File: src/rtl/bcd_binary_converter.sv
// rtl/bcd_binary_converter.sv - sequential reverse double-dabble BCD-to-binary converter
// Optional invalid-digit check is enabled by defining BCD_BIN_CHECK_EN.
module bcd_binary_converter #(
   parameter int DIGITS = 3,
   parameter int BIN_W  = 10
) (
   input  logic                clk,
   input  logic                rst,
   input  logic                start,
   input  logic [4*DIGITS-1:0] bcd,
   output logic [BIN_W-1:0]    bin,
   output logic                busy,
   output logic                done,
   output logic                err
);
   localparam int SR_W  = 4*DIGITS + BIN_W;
   localparam int CNT_W = $clog2(BIN_W + 1);

   typedef enum logic [1:0] {S_IDLE, S_CONV, S_DONE} state_t;

   state_t           r_state;
   logic [SR_W-1:0]  r_sr;
   logic [CNT_W-1:0] r_cnt;
   logic [SR_W-1:0]  w_shift;
   logic [SR_W-1:0]  w_sr_next;

   // One reverse double-dabble step: shift right, then pull every digit >= 8 back by 3.
   always_comb begin
      w_shift   = r_sr >> 1;
      w_sr_next = w_shift;
      for (int d = 0; d < DIGITS; d++) begin
         if (w_shift[BIN_W+4*d +: 4] >= 4'd8)
            w_sr_next[BIN_W+4*d +: 4] = w_shift[BIN_W+4*d +: 4] - 4'd3;
      end
   end

`ifdef BCD_BIN_CHECK_EN
   logic w_bad;
   logic r_bad;

   always_comb begin
      w_bad = 1'b0;
      for (int d = 0; d < DIGITS; d++) begin
         if (bcd[4*d +: 4] > 4'd9)
            w_bad = 1'b1;
      end
   end
`else
   assign err = 1'b0;
`endif

   always_ff @(posedge clk) begin
      if (rst) begin
         r_state <= S_IDLE;
         r_sr    <= '0;
         r_cnt   <= '0;
         bin     <= '0;
         busy    <= 1'b0;
         done    <= 1'b0;
`ifdef BCD_BIN_CHECK_EN
         r_bad   <= 1'b0;
         err     <= 1'b0;
`endif
      end else begin
         done <= 1'b0;
         case (r_state)
            S_IDLE: begin
               busy <= 1'b0;
               if (start) begin
                  busy  <= 1'b1;
                  r_cnt <= '0;
                  r_sr  <= {bcd, {BIN_W{1'b0}}};
`ifdef BCD_BIN_CHECK_EN
                  r_bad <= w_bad;
                  if (w_bad) begin
                     // Bad digits bypass the shifter so the result reads as zero.
                     r_sr    <= '0;
                     r_state <= S_DONE;
                  end else begin
                     r_state <= S_CONV;
                  end
`else
                  r_state <= S_CONV;
`endif
               end
            end
            S_CONV: begin
               r_sr  <= w_sr_next;
               r_cnt <= r_cnt + CNT_W'(1);
               if (r_cnt == CNT_W'(BIN_W - 1))
                  r_state <= S_DONE;
            end
            S_DONE: begin
               bin     <= r_sr[BIN_W-1:0];
               done    <= 1'b1;
               busy    <= 1'b1;
`ifdef BCD_BIN_CHECK_EN
               err     <= r_bad;
`endif
               r_state <= S_IDLE;
            end
            default: r_state <= S_IDLE;
         endcase
      end
   end
endmodule

File: config.mk
export PLATFORM = sky130hd
export DESIGN_NAME = bcd_binary_converter
export DESIGN_NICKNAME = d
export VERILOG_FILES = /design/src/rtl/bcd_binary_converter.sv
export SDC_FILE = /design/constraint.sdc
export NUM_CORES = 1
export LEC_CHECK = 0
export ABC_AREA = 1
export BUFFER_PORTS_ARGS = -buffer_cell sky130_fd_sc_hd__buf_2
export CELL_PAD_IN_SITES_DETAIL_PLACEMENT = 1
export CELL_PAD_IN_SITES_GLOBAL_PLACEMENT = 1
export CORE_MARGIN = 2
export CORE_UTILIZATION = 45
export CTS_BUF_LIST = sky130_fd_sc_hd__clkbuf_8
export DETAILED_ROUTE_END_ITERATION = 10
export GPL_TIMING_DRIVEN = 0
export PLACE_DENSITY = 0.85
export RECOVER_POWER = 25
export SLEW_MARGIN = 30
export SYNTH_ARGS = -nofsm -noshare
export SYNTH_HDL_FRONTEND = slang
export SYNTH_SLANG_ARGS = --single-unit
File: constraint.sdc
create_clock -name clk -period 2.96 [get_ports clk]
set_input_delay 0.148 -clock clk [delete_from_list [all_inputs] [get_ports clk]]
set_output_delay 0.148 -clock clk [all_outputs]
set_load 0.1 [all_outputs]
==> results.yml, run 1 <==
placement:
  portBuffers: 25
  place_area_sq_um: 1980
  gp_congestion: 0.757
  placed_cells: 308
  place_ws_ns: 1.66
  hpwl_mm: 3.32
yosys:
  synthMuxAreaShare_pct: 0
  postSynthCellCount: 235
  synth.area.top_cells: "dfxtp_1 (45%), nand2_1 (9.6%), nand3_1 (8.9%)"
  seq_area_frac_synth_pct: 44.7
  synth_seq_cells: 40
  synth_top_family_by_area: "simple AND/OR/NAND/NOR gates"
  synthAdderAreaFrac_pct: 4.19
  synth-compound-area-share_pct: 12.7
  synth_warnings: 0
  synth.distinct_cells: 23
  yosysTopAreaCellShare_pct: 44.7
  yosysTopAreaCell: "dfxtp_1"
  syn_area_sq_um: 1790
  avgSynthCellArea_sq_um: 7.62
  syn_nets: 256
  synthSimpleGateAreaFrac_pct: 28.3
  synthXorXnorAreaFrac_pct: 0
route:
  wl_per_cell_microns: 14.7
  drtAntennaViolNets: 0
  dr.pass1.iters: 4
  route.detailed.drc: 0
  via_count: 1641
  vias_per_cell: 5.19
  drt_iter0_drc: 95
  wirelength_mm: 4.64
timing:
  relSlewSlack_pct: 21.8
  setup_viol: 0
  finalSetupTns_ns: 0
  worst_slew_pin_slew_ns: 1.18
  max_freq_mhz: 559
  worst_clock_skew_ns: 0.00366
  fin_crit_sh_pct: 60.4
  post-route-worst-setup-slack_ns: 1.17
  slew_violations: 0
  rsz0062_at_grt: "false"
  hold_violations: 0
  period_needed_ns: 1.79
finish:
  fin_util_pct: 55.0
  drive_gt1_share_pct: 15.3
  n_antenna_cell: 0
  regArea_sq_um: 801
  nFillCells: 511
  area_growth_pct: 15.0
  final_area_sq_um: 2060
  layoutNonFillerInstCount: 316
  final_net_count: 288
  multi_input_area_sq_um: 806
die:
  dieArea_sq_um: 4500
  die_y_microns: 67.1
  rows: 22
  coreArea_sq_um: 3740
  start_util_pct: 47.8
  io_pins: 28
  die_w_microns: 67.1
critical_path:
  timing_worst_setup_path_type: "reg -> reg"
  critPathMaxFanout: 9
  r2r_cells: 5
  r2r_slack_ns: 1.17
  critical_path_required_ns: 3.18
  crit_path_start_kind: "register"
  rr_endpoint: "r_sr[5]"
  end_kind: "register"
  cp.arrival_ns: 2.01
  rr_startpoint: "r_state[0]"
clock_tree:
  htreeDepth: 2
  cts_made_buffers: 5
  cts.sinks: 40
  ctsResizeCount: 0
  clock_path_buffers: 2
  cts_setup_buffers: 0
  cts-root-buf: "clkbuf_8"
  path_clk_slew_ns: 0.08
  cts_tree: "yes"
  hold_buffers: 0
  insertion_delay_ns: 0.30
hold_path:
  hp-class: "in -> reg"
  hold_path_startpoint: "bcd[11]"
  whs_path_depth: 3
  min_to: "r_sr[21]"
global_route:
  grt-ovfl-total: 0
  grt_pass1_vias: 1693
  antenna_found_initial: 0
  grt_pass1_wl_mm: 7.79
  grt_usage_pct: 23.2
  grt_max_degree: 13
run:
  cap_violations: 0
pwr:
  peakVddDrop_mv: 0.336
  leakagePower_uw: 0.000941
  powerDensity_nw_per_um2: 574
outcome:
  outcome: "finished, final reports clean"
area by class of cell:
| class | instances | share of cell area (%) |
|---|---|---|
| clock inverter | 3 | 1.88 |
| inverter | 26 | 4.74 |
| timing repair buffer | 25 | 5.59 |
| sequential | 40 | 38.9 |
| multi-input combinational | 160 | 39.1 |
| tap | 48 | 2.92 |
| clock buffer | 5 | 3.34 |
| buffer | 9 | 3.47 |
metrics by stage:
stage	hold slack (ns)	total power [uW]
finish	0.0481	1180
global route	0.0559	1230
CTS	0.0455	1190
detailed placement	0.358	750
global placement	0.352	743
floorplan	0.251	701
synthesized netlist by cell type:
library cell and instances:
a21oi_1 13, inv_1 24, buf_6 2, nand3_1 32
nor3_1 1, o21ai_1 3, clkbuf_8 1, nor2_1 24
nand2_1 46, ha_1 6, buf_4 5, o21ai_2 2
nand3b_1 1, nor2_8 1, dfxtp_1 40, nor2_4 2
o211ai_1 2, conb_1 1, nor2_2 1, inv_2 2
o21ai_0 23, buf_2 1, nand2_4 2
per-layer routing:
metal / share of wire [%] / up-vias / track usage (%)
li1: - / 816 / -
met1: 45 / 779 / 27.7
met2: 49 / 35 / 40.7
met3: 3.6 / 11 / 4.39
met4: 2.0 / 0 / 8.93
met5: 0 / - / 0
state kept, by name, summed over array words and instances (netlist names):
signal,count
r_cnt,4
bin,10
done,1
busy,1
r_sr,22
r_state,2
how the worst max path moves through the flow:
| stage | start | endpoint | slack (ns) | cells after the start |
|---|---|---|---|---|
| after floorplan | bin[2] | bin[2] | 1.64 | 2 |
| after global placement | r_state[0] | r_sr[20] | 1.70 | 7 |
| after detailed placement | r_state[0] | r_sr[10] | 1.66 | 6 |
| after CTS | r_state[0] | r_sr[15] | 1.62 | 5 |
| after global routing | r_state[0] | r_sr[1] | 1.0 | 5 |
| final | r_state[0] | r_sr[5] | 1.17 | 5 |
cells in the final DEF, fill, tap and decap left out, drive strengths merged:
| cell | n |
|---|---|
| a21oi | 13 |
| buf | 24 |
| bufinv | 1 |
| clkbuf | 15 |
| clkinv | 1 |
| conb | 1 |
| dfxtp | 40 |
| ha | 6 |
| inv | 27 |
| nand2 | 48 |
| nand3 | 32 |
| nand3b | 1 |
| nor2 | 28 |
| nor3 | 1 |
| o211ai | 2 |
| o21ai | 28 |
power breakdown:
group / switching, uW / internal [uW] / leakage (uW) / total, uW
Sequential: 16.1 / 559 / 0.000325 / 575
Combinational: 111 / 47.6 / 0.000556 / 158
Clock: 202 / 247 / 0.0000593 / 449
Total: 329 / 854 / 0.000941 / 1180
critical path, cell delays in order, from the launching register on:
cell and delay, ns:
dfxtp_1 0.32, clkbuf_1 0.40, nand2_1 0.41, nor2_8 0.29, inv_2 0.13, o21ai_0 0.17
cell families after synthesis:
| family | count (synthesis) |
|---|---|
| other | 1 |
| AO/OA/AOI/OAI | 43 |
| adder cells (fa/ha/maj) | 6 |
| flip-flops | 40 |
| buffers and inverters | 35 |
| AND/OR/NAND/NOR | 110 |
No activity file was read; power rests on OpenSTA's default activity.
==> run 2, diff against run 1 <==
--- a/config.mk
+++ b/config.mk
@@ -5,16 +5,16 @@
 export SDC_FILE = /design/constraint.sdc
 export NUM_CORES = 1
 export LEC_CHECK = 0
-export ABC_AREA = 1
+export ABC_AREA = 0
 export BUFFER_PORTS_ARGS = -buffer_cell sky130_fd_sc_hd__buf_2
 export CELL_PAD_IN_SITES_DETAIL_PLACEMENT = 1
 export CELL_PAD_IN_SITES_GLOBAL_PLACEMENT = 1
 export CORE_MARGIN = 2
-export CORE_UTILIZATION = 45
+export CORE_UTILIZATION = 40
 export CTS_BUF_LIST = sky130_fd_sc_hd__clkbuf_8
 export DETAILED_ROUTE_END_ITERATION = 10
 export GPL_TIMING_DRIVEN = 0
-export PLACE_DENSITY = 0.85
+export PLACE_DENSITY = 0.77
 export RECOVER_POWER = 25
 export SLEW_MARGIN = 30
 export SYNTH_ARGS = -nofsm -noshare
==> constraint.sdc (replaced) <==
create_clock -name clk -period 1.49 [get_ports clk]
set_input_delay 0.0745 -clock clk [delete_from_list [all_inputs] [get_ports clk]]
set_output_delay 0.0745 -clock clk [all_outputs]
set_load 0.1 [all_outputs]
==> run 2 against run 1 <==
Total power rose by 110%. Critical path depth shrank 2. Largest cell class unchanged. Cell area rose by 2.1%. Highest routed layer unchanged.
==> results.yml, run 2 <==
die:
  coreArea_sq_um: 4090
  dieArea_sq_um: 4880
  die_w_microns: 69.9
  io_pins: 28
  die_y_microns: 69.9
  start_util_pct: 42.5
  rows: 23
yosys:
  yosysTopAreaCellShare_pct: 46.1
  yosysTopAreaCell: "dfxtp_1"
  synth_top_cells_by_count: "dfxtp_1 (40), nand2_1 (22), a21oi_1 (15)"
  seq_area_frac_synth_pct: 46.1
  syn_area_sq_um: 1740
  synth.most_common_cell: "dfxtp_1"
  synth_flop_cell: "dfxtp_1"
  synth_edf_count: 0
  avgSynthCellArea_sq_um: 9.44
  synth.distinct_cells: 40
  async_reset_ff_share_pct: 0
  synth_seq_cells: 40
  syn_nets: 205
  synth.area.top_cells: "dfxtp_1 (46%), a22o_1 (5.5%), nand2_1 (4.8%)"
  postSynthCellCount: 184
  synth_warnings: 0
timing:
  worst_clock_skew_ns: 0.00679
  hold_violations: 0
  fin_crit_sh_pct: 99.8
  finalSetupTns_ns: 0
  slew_violations: 0
  period_needed_ns: 1.49
  max_freq_mhz: 672
  worst_slew_pin_slew_ns: 0.742
  relSlewSlack_pct: 50.4
  whs_ns: 0.0256
  setup_viol: 0
  post-route-worst-setup-slack_ns: 0.00275
  rsz0062_at_grt: "true"
global_route:
  grt_pass1_vias: 1532
  grt_max_degree: 15
  grt_pass1_wl_mm: 7.61
  grt-ovfl-total: 0
  antenna_found_initial: 0
  grt_usage_pct: 19.7
clock_tree:
  cts-root-buf: "clkbuf_8"
  clock_path_buffers: 2
  htreeDepth: 2
  path_clk_slew_ns: 0.09
  cts_tree: "yes"
  insertion_delay_ns: 0.30
  cts.sinks: 40
  cts_made_buffers: 5
finish:
  mostFrequentLayoutCell: "dfxtp_1"
  layout_common_cells: "dfxtp_1 (35), nand2_1 (22), buf_2 (16), a21oi_1 (15), clkbuf_2 (12)"
  n_antenna_cell: 0
  fin_util_pct: 51.4
  largest_reg_flops: 22
  final_net_count: 240
  drive_gt1_share_pct: 29.5
  area_growth_pct: 21.0
  top_register: "r_sr"
  nFillCells: 486
  reg_top3: "r_sr (22), bin (10), r_cnt (4)"
  layoutNonFillerInstCount: 270
route:
  wirelength_mm: 4.53
  route.detailed.drc: 0
  drtAntennaViolNets: 0
  drt_iter0_drc: 66
  wl_per_cell_microns: 16.8
  vias_per_cell: 5.39
  via_count: 1454
  dr.pass1.iters: 4
placement:
  gp_congestion: 0.739
  placed_cells: 259
  portBuffers: 25
  hpwl_mm: 3.13
  place_ws_ns: -0.0306
critical_path:
  crit_chain: "nor4b_2 -> and2_1 -> a221o_1"
  crit_slowest_cell: "nor4b_2"
  crit_path_start_kind: "register"
  slowest_delay_ns: 0.70
  timing_worst_setup_path_type: "reg -> reg"
  cp.arrival_ns: 1.73
  critPathMaxFanout: 8
  critical_path_required_ns: 1.73
  end_kind: "register"
pwr:
  leakagePower_uw: 0.000840
  peakVddDrop_mv: 0.545
  powerDensity_nw_per_um2: 1160
hold_path:
  hp-class: "in -> reg"
run:
  cap_violations: 0
outcome:
  outcome: "finished, final reports clean"
[run 2: cell types whose count changed in the layout (fill, tap and decap cells not counted), sizes merged, moves of 5 or more]
cell    before  now
nor2        28   12
nand2       48   22
inv         27    9
a22o         0   11
nor2b        0    6
o21ai       28    2
clkbuf      15   20
nor3         1    6
nand3       32    2
[run 2: where the power goes]
group	total, uW	internal, uW	switching [uW]	leakage, uW
clock network	930	505	425	0.0000548
registers	1160	1120	44.5	0.000328
logic	343	147	196	0.000458
[run 2: worst paths after layout]
check / endpoint / cells after the start / startpoint / slack, ns
min: r_sr[14] / 2 / bcd[4] / 0.03
max reg2reg: r_sr[12] / 3 / r_state[1] / 0.003
max: r_sr[12] / 3 / r_state[1] / 0.003
min reg2reg: bin[9] / 2 / bin[9] / 0.46
[run 2: metrics by stage]
step	instance area, sq um	power [uW]
after floorplan	1740	1410
after global placement	1920	1480
after detailed placement	1920	1500
after CTS	2050	2430
after global routing	2100	2540
final	2100	2430
[run 2: cell families after synthesis]
family,synth area share (%)
adder cells (fa/ha/maj),4.32
multiplexers,1.87
buffers and inverters,5.62
AO/OA/AOI/OAI,18.7
flip-flops,46.1
AND/OR/NAND/NOR,21.2
other,0.216
XOR/XNOR,2.02
[run 2: timing repair]
action	4_1_cts	5_1_grt
pin swaps	0	2
cloned	0	0
hold endpoints to repair	1	1
hold buffers	1	1
setup endpoints to repair	13	17
setup buffers	0	1
gates resized for setup	4	9
[run 2: routing by layer]
metal / global-route usage (%) / vias up / share of wire, %
met5: 0 / - / 0
met4: 5.56 / 0 / 1.1
met3: 5.34 / 5 / 2.5
met2: 33.5 / 21 / 52
met1: 24.6 / 722 / 44
li1: - / 706 / -
[run 2: final cells by class]
class | count | area, sq um | share of cell area, %
multi-input cells | 125 | 860 | 40.9
well taps | 50 | 62.6 | 2.98
clock buffers | 5 | 68.8 | 3.28
clock inverters | 3 | 46.3 | 2.20
plain buffers | 11 | 71.3 | 3.39
repair buffers | 28 | 153 | 7.27
inverters | 8 | 30.0 | 1.43
flip-flops and latches | 40 | 810 | 38.5
[run 2: worst max-delay path: cells and delay by family (launching register included)]
kind	cells	cell delay, ns
AO/OA/AOI/OAI	1	0.11
flip-flops	1	0.39
AND/OR/NAND/NOR	2	0.93
==> run 3, diff against run 2 <==
--- a/config.mk
+++ b/config.mk
@@ -16,7 +16,7 @@
 export GPL_TIMING_DRIVEN = 0
 export PLACE_DENSITY = 0.77
 export RECOVER_POWER = 25
-export SLEW_MARGIN = 30
+export SETUP_SLACK_MARGIN = 0.2
 export SYNTH_ARGS = -nofsm -noshare
 export SYNTH_HDL_FRONTEND = slang
 export SYNTH_SLANG_ARGS = --single-unit
==> run 3 against run 2 <==
Sequential cell count did not move. Clock power decreased by 17%. Worst setup slack gained 0.14 ns. Hold slack improved by 0.0017 ns. Clock skew shrank 0.0014 ns. Via count increased by 4.3%. Combinational power grew 37%. Count of clock-buffer cells in the layout grew 1. Utilization up 6.2 points. Critical endpoint is now r_sr[11]. Largest power group unchanged. Highest routed layer unchanged.
==> results.yml, run 3 (synthesized netlist as in run 2, its figures left out) <==
die:
  die_w_microns: 69.9
  coreArea_sq_um: 4090
  die_y_microns: 69.9
  io_pins: 28
  start_util_pct: 42.5
  rows: 23
  dieArea_sq_um: 4880
route:
  dr.pass1.iters: 4
  wl_per_cell_microns: 17.3
  drt_iter0_drc: 79
  route.detailed.drc: 0
  wirelength_mm: 4.92
  drtAntennaViolNets: 0
  vias_per_cell: 5.34
  via_count: 1517
global_route:
  grt_max_degree: 14
  grt_pass1_vias: 1572
  grt-ovfl-total: 0
  grt_pass1_wl_mm: 7.88
  grt_usage_pct: 21.0
  antenna_found_initial: 0
placement:
  portBuffers: 25
  place_ws_ns: 0.0402
  hpwl_mm: 3.22
  gp_congestion: 0.738
  placed_cells: 259
clock_tree:
  cts_made_buffers: 5
  cts.sinks: 40
  clock_path_buffers: 2
  insertion_delay_ns: 0.30
  cts-root-buf: "clkbuf_8"
  cts_tree: "yes"
  htreeDepth: 2
  path_clk_slew_ns: 0.08
timing:
  relSlewSlack_pct: 62.4
  finalSetupTns_ns: 0
  rsz0062_at_grt: "true"
  period_needed_ns: 1.34
  worst_slew_pin_slew_ns: 0.564
  setup_viol: 0
  max_freq_mhz: 745
  slew_violations: 0
  post-route-worst-setup-slack_ns: 0.147
  fin_crit_sh_pct: 90.1
  hold_violations: 0
  worst_clock_skew_ns: 0.00535
critical_path:
  critPathMaxFanout: 2
  path_buf_inv: 1
  crit_path_start_kind: "register"
  r2r_cells: 5
  cp_top_family: "flip-flops"
  cp.arrival_ns: 1.50
  crit_slowest_cell: "dfxtp_4"
  crit_chain: "inv_4 -> ha_4 -> mux2_4 -> a221oi_2 -> a211oi_2"
  cp_num_cells: 5
  slowest_delay_ns: 0.37
  timing_worst_setup_path_type: "reg -> reg"
  critical_path_required_ns: 1.65
  end_kind: "register"
run:
  cap_violations: 0
finish:
  top_register: "r_sr"
  n_antenna_cell: 0
  area_growth_pct: 35.4
  layout_common_cells: "dfxtp_1 (34), nand2_1 (22), buf_2 (17), buf_4 (12), a21oi_1 (12)"
  layoutNonFillerInstCount: 284
  reg_top3: "r_sr (22), bin (10), r_cnt (4)"
  mostFrequentLayoutCell: "dfxtp_1"
  largest_reg_flops: 22
  drive_gt1_share_pct: 42.7
  final_net_count: 254
  fin_util_pct: 57.6
pwr:
  power_uw: 2410
  powerDensity_nw_per_um2: 1020
  peakVddDrop_mv: 0.616
  leakagePower_uw: 0.000937
hold_path:
  hp-class: "in -> reg"
  whs_path_depth: 2
outcome:
  outcome: "finished, final reports clean"
## run 3: cell count changes in the layout (fill, tap and decap cells not counted), sizes merged
cell      change
buf          +14
bufinv        -1
clkbuf        +1
inv           -1
clkinvlp      +1
## run 3: worst register-to-register path, stage by stage, from the launching register on
cell	delay (ns)
dfxtp_4	0.37
inv_4	0.04
ha_4	0.22
mux2_4	0.26
a221oi_2	0.24
a211oi_2	0.07
## run 3: timing repair
item / in CTS / in global routing
hold buffers: 2 / 0
pin swaps: 11 / 10
setup buffers: 7 / 6
endpoints found under the setup margin: 36 / 26
gates cloned: 1 / 1
resized for setup: 24 / 26
hold endpoints to repair: 2 / 0
## run 3: worst paths after layout
path	from	to	slack, ns
hold reg to reg	bin[5]	bin[5]	0.46
setup reg to reg	r_sr[12]	r_sr[11]	0.15
hold / removal	bcd[11]	r_sr[21]	0.03
setup / recovery	r_sr[12]	r_sr[11]	0.15
## run 3: cell type report
type / count / area (sq um)
fill: 479 / 1730
multi-input combinational: 125 / 987
sequential: 40 / 818
timing repair buffer: 42 / 274
clock buffer: 6 / 82.6
buffer: 11 / 77.6
tap: 50 / 62.6
inverter: 8 / 35.0
clock inverter: 2 / 15.0
## run 3: routing by layer
| layer | global-route usage (%) | vias up | wire (microns) |
|---|---|---|---|
| met4 | 7.48 | 0 | 95 |
| li1 | - | 737 | - |
| met2 | 36.7 | 41 | 2440 |
| met3 | 4.91 | 10 | 165 |
| met5 | 0 | - | 0 |
| met1 | 25.1 | 729 | 2220 |
## run 3: power by group
part           leakage, uW  internal [uW]  switching (uW)  total (uW)
Combinational     0.000565            229             243         471
Sequential        0.000329           1110            49.3        1160
Clock            0.0000434            375             400         775
Total             0.000937           1720             692        2410
## run 3: stage by stage
step / instance area (sq um) / hold WS (ns)
global placement: 1950 / 0.286
CTS: 2220 / 0.0202
detailed placement: 1950 / 0.314
floorplan: 1760 / 0.200
global route: 2350 / 0.0328
finish: 2350 / 0.0273
